### src/rtl/swerv_ifu_fetch_pkg.sv
// rtl/swerv_ifu_fetch_pkg.sv - shared fetch-unit types and AXI constants
// Purpose: fetch FSM state encoding, fixed AXI read attributes, PC helper.
// Ports: none (package swerv_types).
package swerv_types;

  typedef enum logic [1:0] {
    IDLE    = 2'd0,
    REQ     = 2'd1,
    WAIT    = 2'd2,
    DELIVER = 2'd3
  } fetch_state_e;

  localparam logic [2:0] AXI_ARSIZE_64  = 3'd3;
  localparam logic [1:0] AXI_BURST_INCR = 2'b01;

  // PC[31:1] of the first halfword of the next aligned doubleword.
  function automatic logic [30:0] next_dw_pc(input logic [30:0] pc);
    return {pc[30:2] + 29'd1, 2'b00};
  endfunction

endpackage

### src/rtl/ifu_axi_rd_if.sv
// rtl/ifu_axi_rd_if.sv - AXI read handshake, request tag and discard tracking
// Purpose: runs the IDLE/REQ/WAIT/DELIVER fetch sequence on the AXI AR/R channels.
// Ports: clk, rst_l; flush, fetch_en, bus_clk_en, fetch_addr (requests);
//        arvalid/arready/arid/araddr (AR); rvalid/rlast/rid/rready (R);
//        beat_take (keep this beat), st_idle, st_deliver (state flags).
import swerv_types::*;

module ifu_axi_rd_if (
  input  logic        clk,
  input  logic        rst_l,
  input  logic        flush,
  input  logic        fetch_en,
  input  logic        bus_clk_en,
  input  logic [31:0] fetch_addr,
  output logic        arvalid,
  input  logic        arready,
  output logic [2:0]  arid,
  output logic [31:0] araddr,
  input  logic        rvalid,
  input  logic        rlast,
  input  logic [2:0]  rid,
  output logic        rready,
  output logic        beat_take,
  output logic        st_idle,
  output logic        st_deliver
);

  fetch_state_e state, state_n;
  logic [2:0]   tag;
  logic [2:0]   req_tag;
  logic [31:0]  req_addr;
  logic         discard, discard_n;
  logic         ar_hs;
  logic         load_addr;
  logic         beat;

  always_ff @(posedge clk or negedge rst_l) begin
    if (!rst_l) begin
      state    <= IDLE;
      tag      <= 3'd0;
      req_tag  <= 3'd0;
      req_addr <= 32'd0;
      discard  <= 1'b0;
    end else begin
      state   <= state_n;
      discard <= discard_n;
      if (load_addr) req_addr <= fetch_addr;
      if (ar_hs) begin
        req_tag <= tag;
        tag     <= tag + 3'd1;
      end
    end
  end

  always_comb begin
    state_n   = state;
    discard_n = discard;
    arvalid   = 1'b0;
    rready    = 1'b0;
    ar_hs     = 1'b0;
    load_addr = 1'b0;
    beat      = 1'b0;
    beat_take = 1'b0;
    case (state)
      IDLE: begin
        discard_n = 1'b0;
        // A flush in IDLE only retargets the PC; the request starts a cycle
        // later so the latched address is the redirected one.
        if (fetch_en && bus_clk_en && !flush) begin
          state_n   = REQ;
          load_addr = 1'b1;
        end
      end
      REQ: begin
        // Once raised, arvalid must stay up until accepted, even on flush.
        arvalid = 1'b1;
        if (flush) discard_n = 1'b1;
        if (arready && bus_clk_en) begin
          ar_hs   = 1'b1;
          state_n = WAIT;
        end
      end
      WAIT: begin
        rready = 1'b1;
        if (flush) discard_n = 1'b1;
        // Beats with a stale tag are accepted by rready and dropped here.
        beat = rvalid && rlast && (rid == req_tag) && bus_clk_en;
        if (beat) begin
          if (discard || flush) begin
            state_n = IDLE;
          end else begin
            state_n   = DELIVER;
            beat_take = 1'b1;
          end
        end
      end
      DELIVER: state_n = IDLE;
      default: state_n = IDLE;
    endcase
  end

  assign arid       = tag;
  assign araddr     = req_addr;
  assign st_idle    = (state == IDLE);
  assign st_deliver = (state == DELIVER);

endmodule

### src/rtl/swerv_ifu_fetch.sv
// rtl/swerv_ifu_fetch.sv - cacheless SweRV fetch unit: PC, flush redirect, decode hand-off
// Purpose: fetches one aligned doubleword per AXI read and presents up to two
//          32-bit instructions to decode. Optional feature macro: IFU_ICAF_EN
//          (error response reported as an access fault on slot 0).
// Ports: clk, rst_l; exu_flush_final/exu_flush_path_final (redirect);
//        dec_ib3_valid_d (backpressure); ifu_bus_clk_en; ifu_axi_ar* / ifu_axi_r*
//        (AXI read); ifu_i0_* / ifu_i1_* (decode slots); ifu_miss_state_idle.
import swerv_types::*;

module swerv_ifu_fetch #(
  parameter logic [31:0] RESET_VEC = 32'h0000_0000
) (
  input  logic        clk,
  input  logic        rst_l,
  input  logic        exu_flush_final,
  input  logic [30:0] exu_flush_path_final,
  input  logic        dec_ib3_valid_d,
  input  logic        ifu_bus_clk_en,
  output logic        ifu_axi_arvalid,
  input  logic        ifu_axi_arready,
  output logic [2:0]  ifu_axi_arid,
  output logic [31:0] ifu_axi_araddr,
  output logic [7:0]  ifu_axi_arlen,
  output logic [2:0]  ifu_axi_arsize,
  output logic [1:0]  ifu_axi_arburst,
  input  logic        ifu_axi_rvalid,
  input  logic        ifu_axi_rlast,
  input  logic [2:0]  ifu_axi_rid,
  input  logic [63:0] ifu_axi_rdata,
  input  logic [1:0]  ifu_axi_rresp,
  output logic        ifu_axi_rready,
  output logic        ifu_i0_valid,
  output logic        ifu_i1_valid,
  output logic [31:0] ifu_i0_instr,
  output logic [31:0] ifu_i1_instr,
  output logic [30:0] ifu_i0_pc,
  output logic [30:0] ifu_i1_pc,
  output logic        ifu_i0_pc4,
  output logic        ifu_i1_pc4,
  output logic        ifu_i0_icaf,
  output logic        ifu_miss_state_idle
);

  logic [30:0] pc;
  logic [63:0] rdata_q;
  logic        beat_take;
  logic        st_idle;
  logic        st_deliver;
  logic        deliver;
  logic        fault;

  ifu_axi_rd_if u_rd_if (
    .clk        (clk),
    .rst_l      (rst_l),
    .flush      (exu_flush_final),
    .fetch_en   (!dec_ib3_valid_d),
    .bus_clk_en (ifu_bus_clk_en),
    .fetch_addr ({pc[30:2], 3'b000}),
    .arvalid    (ifu_axi_arvalid),
    .arready    (ifu_axi_arready),
    .arid       (ifu_axi_arid),
    .araddr     (ifu_axi_araddr),
    .rvalid     (ifu_axi_rvalid),
    .rlast      (ifu_axi_rlast),
    .rid        (ifu_axi_rid),
    .rready     (ifu_axi_rready),
    .beat_take  (beat_take),
    .st_idle    (st_idle),
    .st_deliver (st_deliver)
  );

`ifdef IFU_ICAF_EN
  logic [1:0] rresp_q;

  always_ff @(posedge clk or negedge rst_l) begin
    if (!rst_l)         rresp_q <= 2'b00;
    else if (beat_take) rresp_q <= ifu_axi_rresp;
  end

  assign fault = (rresp_q != 2'b00);
`else
  logic rresp_unused;
  assign rresp_unused = ^ifu_axi_rresp;
  assign fault        = 1'b0;
`endif

  // Flush always wins over the doubleword advance at the end of DELIVER.
  always_ff @(posedge clk or negedge rst_l) begin
    if (!rst_l) begin
      pc      <= RESET_VEC[31:1];
      rdata_q <= 64'd0;
    end else begin
      if (exu_flush_final) pc <= exu_flush_path_final;
      else if (st_deliver) pc <= next_dw_pc(pc);
      if (beat_take) rdata_q <= ifu_axi_rdata;
    end
  end

  // A flush in the DELIVER cycle kills both slots.
  assign deliver = st_deliver && !exu_flush_final;

  always_comb begin
    ifu_i0_valid = 1'b0;
    ifu_i1_valid = 1'b0;
    ifu_i0_instr = 32'd0;
    ifu_i1_instr = 32'd0;
    ifu_i0_pc    = 31'd0;
    ifu_i1_pc    = 31'd0;
    ifu_i0_icaf  = 1'b0;
    if (deliver) begin
      ifu_i0_valid = 1'b1;
      ifu_i0_pc    = pc;
      if (fault) begin
        ifu_i0_icaf = 1'b1;
      end else if (pc[1]) begin
        // Entry at the upper word: only one instruction left in this doubleword.
        ifu_i0_instr = rdata_q[63:32];
      end else begin
        ifu_i0_instr = rdata_q[31:0];
        ifu_i1_valid = 1'b1;
        ifu_i1_instr = rdata_q[63:32];
        ifu_i1_pc    = pc + 31'd2;
      end
    end
  end

  assign ifu_axi_arlen       = 8'd0;
  assign ifu_axi_arsize      = AXI_ARSIZE_64;
  assign ifu_axi_arburst     = AXI_BURST_INCR;
  assign ifu_i0_pc4          = 1'b1;
  assign ifu_i1_pc4          = 1'b1;
  assign ifu_miss_state_idle = st_idle;

endmodule

### config.mk
export PLATFORM = sky130hd
export DESIGN_NAME = swerv_ifu_fetch
export DESIGN_NICKNAME = d
export VERILOG_FILES = /design/src/rtl/swerv_ifu_fetch_pkg.sv /design/src/rtl/ifu_axi_rd_if.sv /design/src/rtl/swerv_ifu_fetch.sv
export SDC_FILE = /design/constraint.sdc
export NUM_CORES = 1
export LEC_CHECK = 0
export BUFFER_PORTS_ARGS = -buffer_cell sky130_fd_sc_hd__buf_2
export CAP_MARGIN = 20
export CORE_ASPECT_RATIO = 1.1
export CORE_MARGIN = 5
export CORE_UTILIZATION = 25
export DETAILED_ROUTE_END_ITERATION = 7
export GPL_TIMING_DRIVEN = 0
export PLACE_DENSITY_LB_ADDON = 0.1
export SYNTH_ARGS = -nofsm -noshare
export SYNTH_HDL_FRONTEND = slang
export SYNTH_HIERARCHICAL = 1
export SYNTH_SLANG_ARGS = --single-unit
### constraint.sdc
create_clock -name clk -period 2.1 [get_ports clk]
set_input_delay 0.21 -clock clk [delete_from_list [all_inputs] [get_ports clk]]
set_output_delay 0.21 -clock clk [all_outputs]
set_load 0.01 [all_outputs]
==> results of run 1 <==
-- worst min path at each step --
stage	endpoint
floorplan	pc[0]
global placement	pc[0]
detailed placement	u_rd_if/araddr[21]
CTS	rdata_q[7]
global route	rdata_q[49]
finish	rdata_q[38]
-- per-stage QoR --
stage               total power, mW  instances  hold WS [ns]
floorplan                      5.00        664       -0.0856
global placement               6.07       1298         0.422
detailed placement             6.11       1299         0.229
CTS                            9.66       1383      0.000218
global route                   10.3       1412       0.00203
finish                         9.71       1414        0.0225
-- logic make-up after synthesis --
family | after synthesis
xor+xnor | 19
fa+ha+maj | 6
simple gates | 238
buf+inv | 65
compound gates | 45
flops | 136
mux | 136
other cells | 2
-- state kept, by name (all words and copies together) (netlist names) --
register / count
u_rd_if/discard: 1
rdata_q: 64
u_rd_if/arid: 3
u_rd_if/state: 2
pc: 31
u_rd_if/req_tag: 3
u_rd_if/araddr: 32
-- cell usage after synthesis, types with 12 or more instances --
master	number	area, um2
o21ai_0	19	95.1
nand4_1	12	75.1
dfrtp_1	136	3400
and2_1	86	538
nor2_1	50	188
clkbuf_1	25	93.8
or4_1	16	120
nand2_1	39	146
nand3_1	14	70.1
mux2i_1	36	360
buf_4	18	135
xnor2_1	13	114
mux2_2	100	1130
-- power breakdown --
group	switching (mW)	internal, mW	leakage [nW]
logic	1.45	1.62	3.53
registers	0.427	3.22	1.74
clock network	1.23	1.76	0.274
-- repair_timing --
action | CTS | global route
buffers inserted | 20 | 19
gates resized for setup | 157 | 115
gates cloned | 7 | 9
pin swaps | 31 | 15
hold endpoints to repair | 79 | 3
hold buffers | 25 | 3
endpoints found under the setup margin | 203 | 181
-- metal layers --
metal  vias up  global-route usage [%]
met5         -                       0
met4        12                    3.64
met3        35                    5.95
met2       201                    27.3
met1      2990                    18.9
li1       2994                       -
-- layout make-up --
type | instances | area share [%]
multi-input cells | 463 | 32.2
inverters | 11 | 0.419
clock buffers | 19 | 3.81
repair buffers | 354 | 23.2
plain buffers | 53 | 4.96
flip-flops and latches | 136 | 30.1
well taps | 363 | 4.00
diodes | 2 | 0.0441
clock inverters | 13 | 1.28
-- worst max-delay path, cell delays in order (launching register included) --
cell and delay [ns]:
dfrtp_1 0.43, ha_4 0.19, buf_8 0.13, nand2_8 0.08
nor2_4 0.04, buf_6 0.13, buf_8 0.14, clkbuf_16 0.16
and2_4 0.15, buf_6 0.11
==> flow_summary.ini, run 1 <==
[clock_tree]
cts_buffers = 17
clk-insertion-delay-late_ns = 0.42
cts_tree = built
cts_root_buf = clkbuf_16
cts.clk_slew.worst_paths_ns = 0.07
clock_sink_count = 136
h-tree-depth = 4
cts.path.max_buffers = 2

[detailed_routing]
drc = 0
wl_met2_mm = 12.9
wirelength_met1_mm = 10.7
ant_nets = 0
dr.pass1.iters = 4
num_vias = 6232
dr.max_layer_used = met5
drt_wl_total_mm = 26.1
wl_met3_mm = 2.03
viasPerCell = 4.41
dr.first_iter.drc_count = 262
wl_per_cell_um = 18.5

[sta]
max_slew_margin_pct = 60.8
slew_viol_final = 0
period_minus_slack_ns = 2.17
final-hold-violation-count = 0
tns_ns = -3.61
finalClockSkew_ns = 0.0110
worstMarginPinSlew_ns = 0.588
finalCritPeriodShare_pct = 103
rsz0062_at_grt = yes
max_freq_ghz = 0.460
setup_violations = 90
setup_slack_ns = -0.0720

[place]
place_ws_ns = -0.862
dpl_cell_area_mm2 = 0.00893
hpwl_mm = 18.4
gp_congestion = 0.748
io_buffers = 271

[yosys]
avgSynthCellArea_um2 = 10.8
netlist_area_mm2 = 0.00702
syn_inst = 647
ys_types = 32
synth-seq-area-share_pct = 48.5
synth_xor_area_share_pct = 2.37
synthFlopType = dfrtp_1
ys_ff_latch = 136
ys_warn_count = 6
synth_top_family_by_area = multiplexers
synth_compound_area_share_pct = 3.89
muxShareOfSynthArea_pct = 21.2
synth-simple-area-share_pct = 18.3
synth-edff-count = 0
synthAdderAreaFrac_pct = 1.07
synthArstFlopShare_pct = 100

[global_routing]
first_global_vias = 6517
grt_overflow = 0
antenna_found_initial = 6
grt_max_degree = 82
grt_pass1_wl_mm = 38.5
track_usage_pct = 15.9

[worst_setup_path]
worstSetupStartpoint = u_rd_if/state[1]
r2r-end = pc[19]
ff2ff_path_depth = 8
worstPathMaxFanout = 5
endpoint = ifu_i1_instr[10]
start_kind = flop
end_kind = primary output
r2r_slack_ns = -0.06
crit_type = flop to primary output
crit_required_ns = 1.89
r2r-start = u_rd_if/state[1]
worstPathArrival_ns = 1.96

[worst_hold_path]
holdPathStages = 2
hold_start = ifu_axi_rdata[38]
hold_class = input pin to flop

[power]
powerDensity_mw_per_mm2 = 855
power_leakage_nw = 5.54
vdd_drop_max_mv = 0.385

[floorplanning]
die_height_um = 186
start_util_pct = 25.2
ios = 290
die_area_mm2 = 0.0315
row_count = 64
die_w_um = 170
core_mm2 = 0.0278

[final_layout]
final_area_mm2 = 0.0114
nNetsFinal = 1150
syn2layout_area_growth_pct = 61.8
multi_input_comb_area_mm2 = 0.00365
layout_common_cells = buf_2 (226), dfrtp_1 (123), mux2_2 (100), buf_6 (62), and2_4 (54)
final-seq-area_mm2 = 0.00342
final_common_cell = buf_2
fin_util_pct = 40.9
final_layout_size_suffix_gt1_share_pct = 57.4
fillCellCount = 2800

[run_status]
outcome = finished with violations
violations = setup timing

[run]
maxCapViolCount = 0
Power figures use the tool's default switching activity.
==> inputs of run 2 (changes only) <==
CORE_MARGIN = unset   (was 5)
SKIP_CTS_REPAIR_TIMING = 1   (was unset)
==> flow_summary.ini, run 2 (synthesis results as in run 1) <==
[run_status]
outcome = finished with violations
violations = hold timing, setup timing

[power]
p_int_mw = 6.54
powerDensity_mw_per_mm2 = 893
power.total_mw = 9.65
clkPwrFrac_pct = 31.9
combPwrFrac_pct = 30.1
power_leakage_nw = 5.27
seq_power_share_pct = 38.0
vdd_drop_max_mv = 0.472
switching_share_pct = 32.2
p_sw_mw = 3.11

[worst_setup_path]
crit_family = buffers and inverters
ff2ff_path_depth = 7
end_kind = primary output
cp_num_buf_inv = 4
crit_required_ns = 1.89
crit_chain = ha_4 -> buf_12 -> nand2_8 -> nor2_4 -> buf_8 -> buf_12 -> and2_4 -> buf_2
r2r-start = u_rd_if/state[1]
path_common_cell = buf_12
worst-path-stages = 8
worstPathMaxFanout = 10
crit_type = flop to primary output
critical_path.max_stage_delay_ns = 0.40
worstSetupStartpoint = u_rd_if/state[1]
worstPathArrival_ns = 1.97
start_kind = flop
slowest_stage = dfrtp_2

[worst_hold_path]
hold_start = exu_flush_path_final[7]
holdPathStages = 3
hold_class = input pin to flop

[run]
maxCapViolCount = 0

[sta]
max_freq_ghz = 0.459
setup_slack_ns = -0.0770
setup_violations = 77
worst_hold_slack_ns = -0.00132
finalClockSkew_ns = 0.0152
max_slew_margin_pct = 55.8
tns_ns = -3.29
final-hold-violation-count = 2
slew_viol_final = 0
rsz0062_at_grt = yes
worstMarginPinSlew_ns = 0.663
period_minus_slack_ns = 2.18
finalCritPeriodShare_pct = 104

[detailed_routing]
dr.first_iter.drc_count = 129
dr.pass1.iters = 4
drt_wl_total_mm = 24.4
num_vias = 6161
viasPerCell = 4.50
drc = 0
wl_per_cell_um = 17.8
ant_nets = 0

[place]
dpl_cell_area_mm2 = 0.00892
hpwl_mm = 17.5
place_ws_ns = -0.965
dp.cells = 1293
gp_congestion = 0.734
io_buffers = 271

[floorplanning]
die_w_um = 162
die_area_mm2 = 0.0287
core_mm2 = 0.0273
die_height_um = 178
start_util_pct = 25.7
row_count = 63
ios = 290

[clock_tree]
cts.clk_slew.worst_paths_ns = 0.06
clock_sink_count = 136
h-tree-depth = 4
cts_tree = built
clk-insertion-delay-late_ns = 0.43
cts.path.max_buffers = 2
cts_root_buf = clkbuf_16
cts_buffers = 17

[global_routing]
grt_pass1_wl_mm = 35.6
grt_max_degree = 79
track_usage_pct = 16.6
grt_overflow = 0
antenna_found_initial = 3
first_global_vias = 6032

[final_layout]
regMostFlops = rdata_q
layout_common_cells = buf_2 (225), dfrtp_1 (118), mux2_2 (100), buf_6 (60), and2_4 (49)
fin_cells = 1368
final_common_cell = buf_2
nNetsFinal = 1111
final_area_mm2 = 0.0108
syn2layout_area_growth_pct = 53.9
final_layout_size_suffix_gt1_share_pct = 56.6
fillCellCount = 2797
largest_reg_flops = 64
-- run 2: power groups by stage --
stage	logic, mW	registers, mW	clock network [mW]
final	2.90	3.67	3.08
after detailed placement	2.42	3.69	0
after CTS	2.43	3.64	3.18
after global placement	2.40	3.67	0
after global routing	3.17	3.76	3.26
after floorplan	1.25	3.74	0
-- run 2: path summary, 6_finish.rpt --
check	endpoint	slack, ns
max reg2reg	pc[22]	-0.03
min in group asynchronous	u_rd_if/araddr[15]	0.33
min	pc[7]	-0.001
max in group asynchronous	rdata_q[24]	0.92
max	ifu_i1_pc[17]	-0.08
min reg2reg	u_rd_if/araddr[13]	0.50
-- run 2: layout make-up --
type	count	area (um2)	share of cell area, %
Multi-Input combinational cell	463	3610	33.4
Inverter	11	45.0	0.417
Buffer	54	527	4.88
Antenna cell	2	5.00	0.0463
Sequential cell	136	3430	31.7
Tap cell	357	447	4.14
Clock inverter	13	145	1.34
Timing Repair Buffer	314	2160	20.0
Clock buffer	18	439	4.07
-- run 2: worst min-delay path, cell delays in order --
cell and delay [ns]:
buf_2 0.08, nand2_1 0.04, o21ai_0 0.06
-- run 2: per-layer routing --
metal | vias up | wire, um | GRT usage (%) | part of all wire (%)
met4 | 4 | 357 | 5.70 | 1.5
met3 | 26 | 1980 | 6.05 | 8.1
met1 | 3000 | 10300 | 20.3 | 42
met2 | 211 | 11700 | 26.9 | 48
li1 | 2920 | - | - | -
met5 | - | 27 | 0 | 0.11
-- run 2: metrics by stage --
stage / hold slack, ns / utilization, %
after detailed placement: 0.234 / 32.7
after global routing: 0.000538 / 39.6
after CTS: -0.221 / 34.9
final: -0.00132 / 39.6
after global placement: 0.422 / 32.6
after floorplan: -0.0856 / -
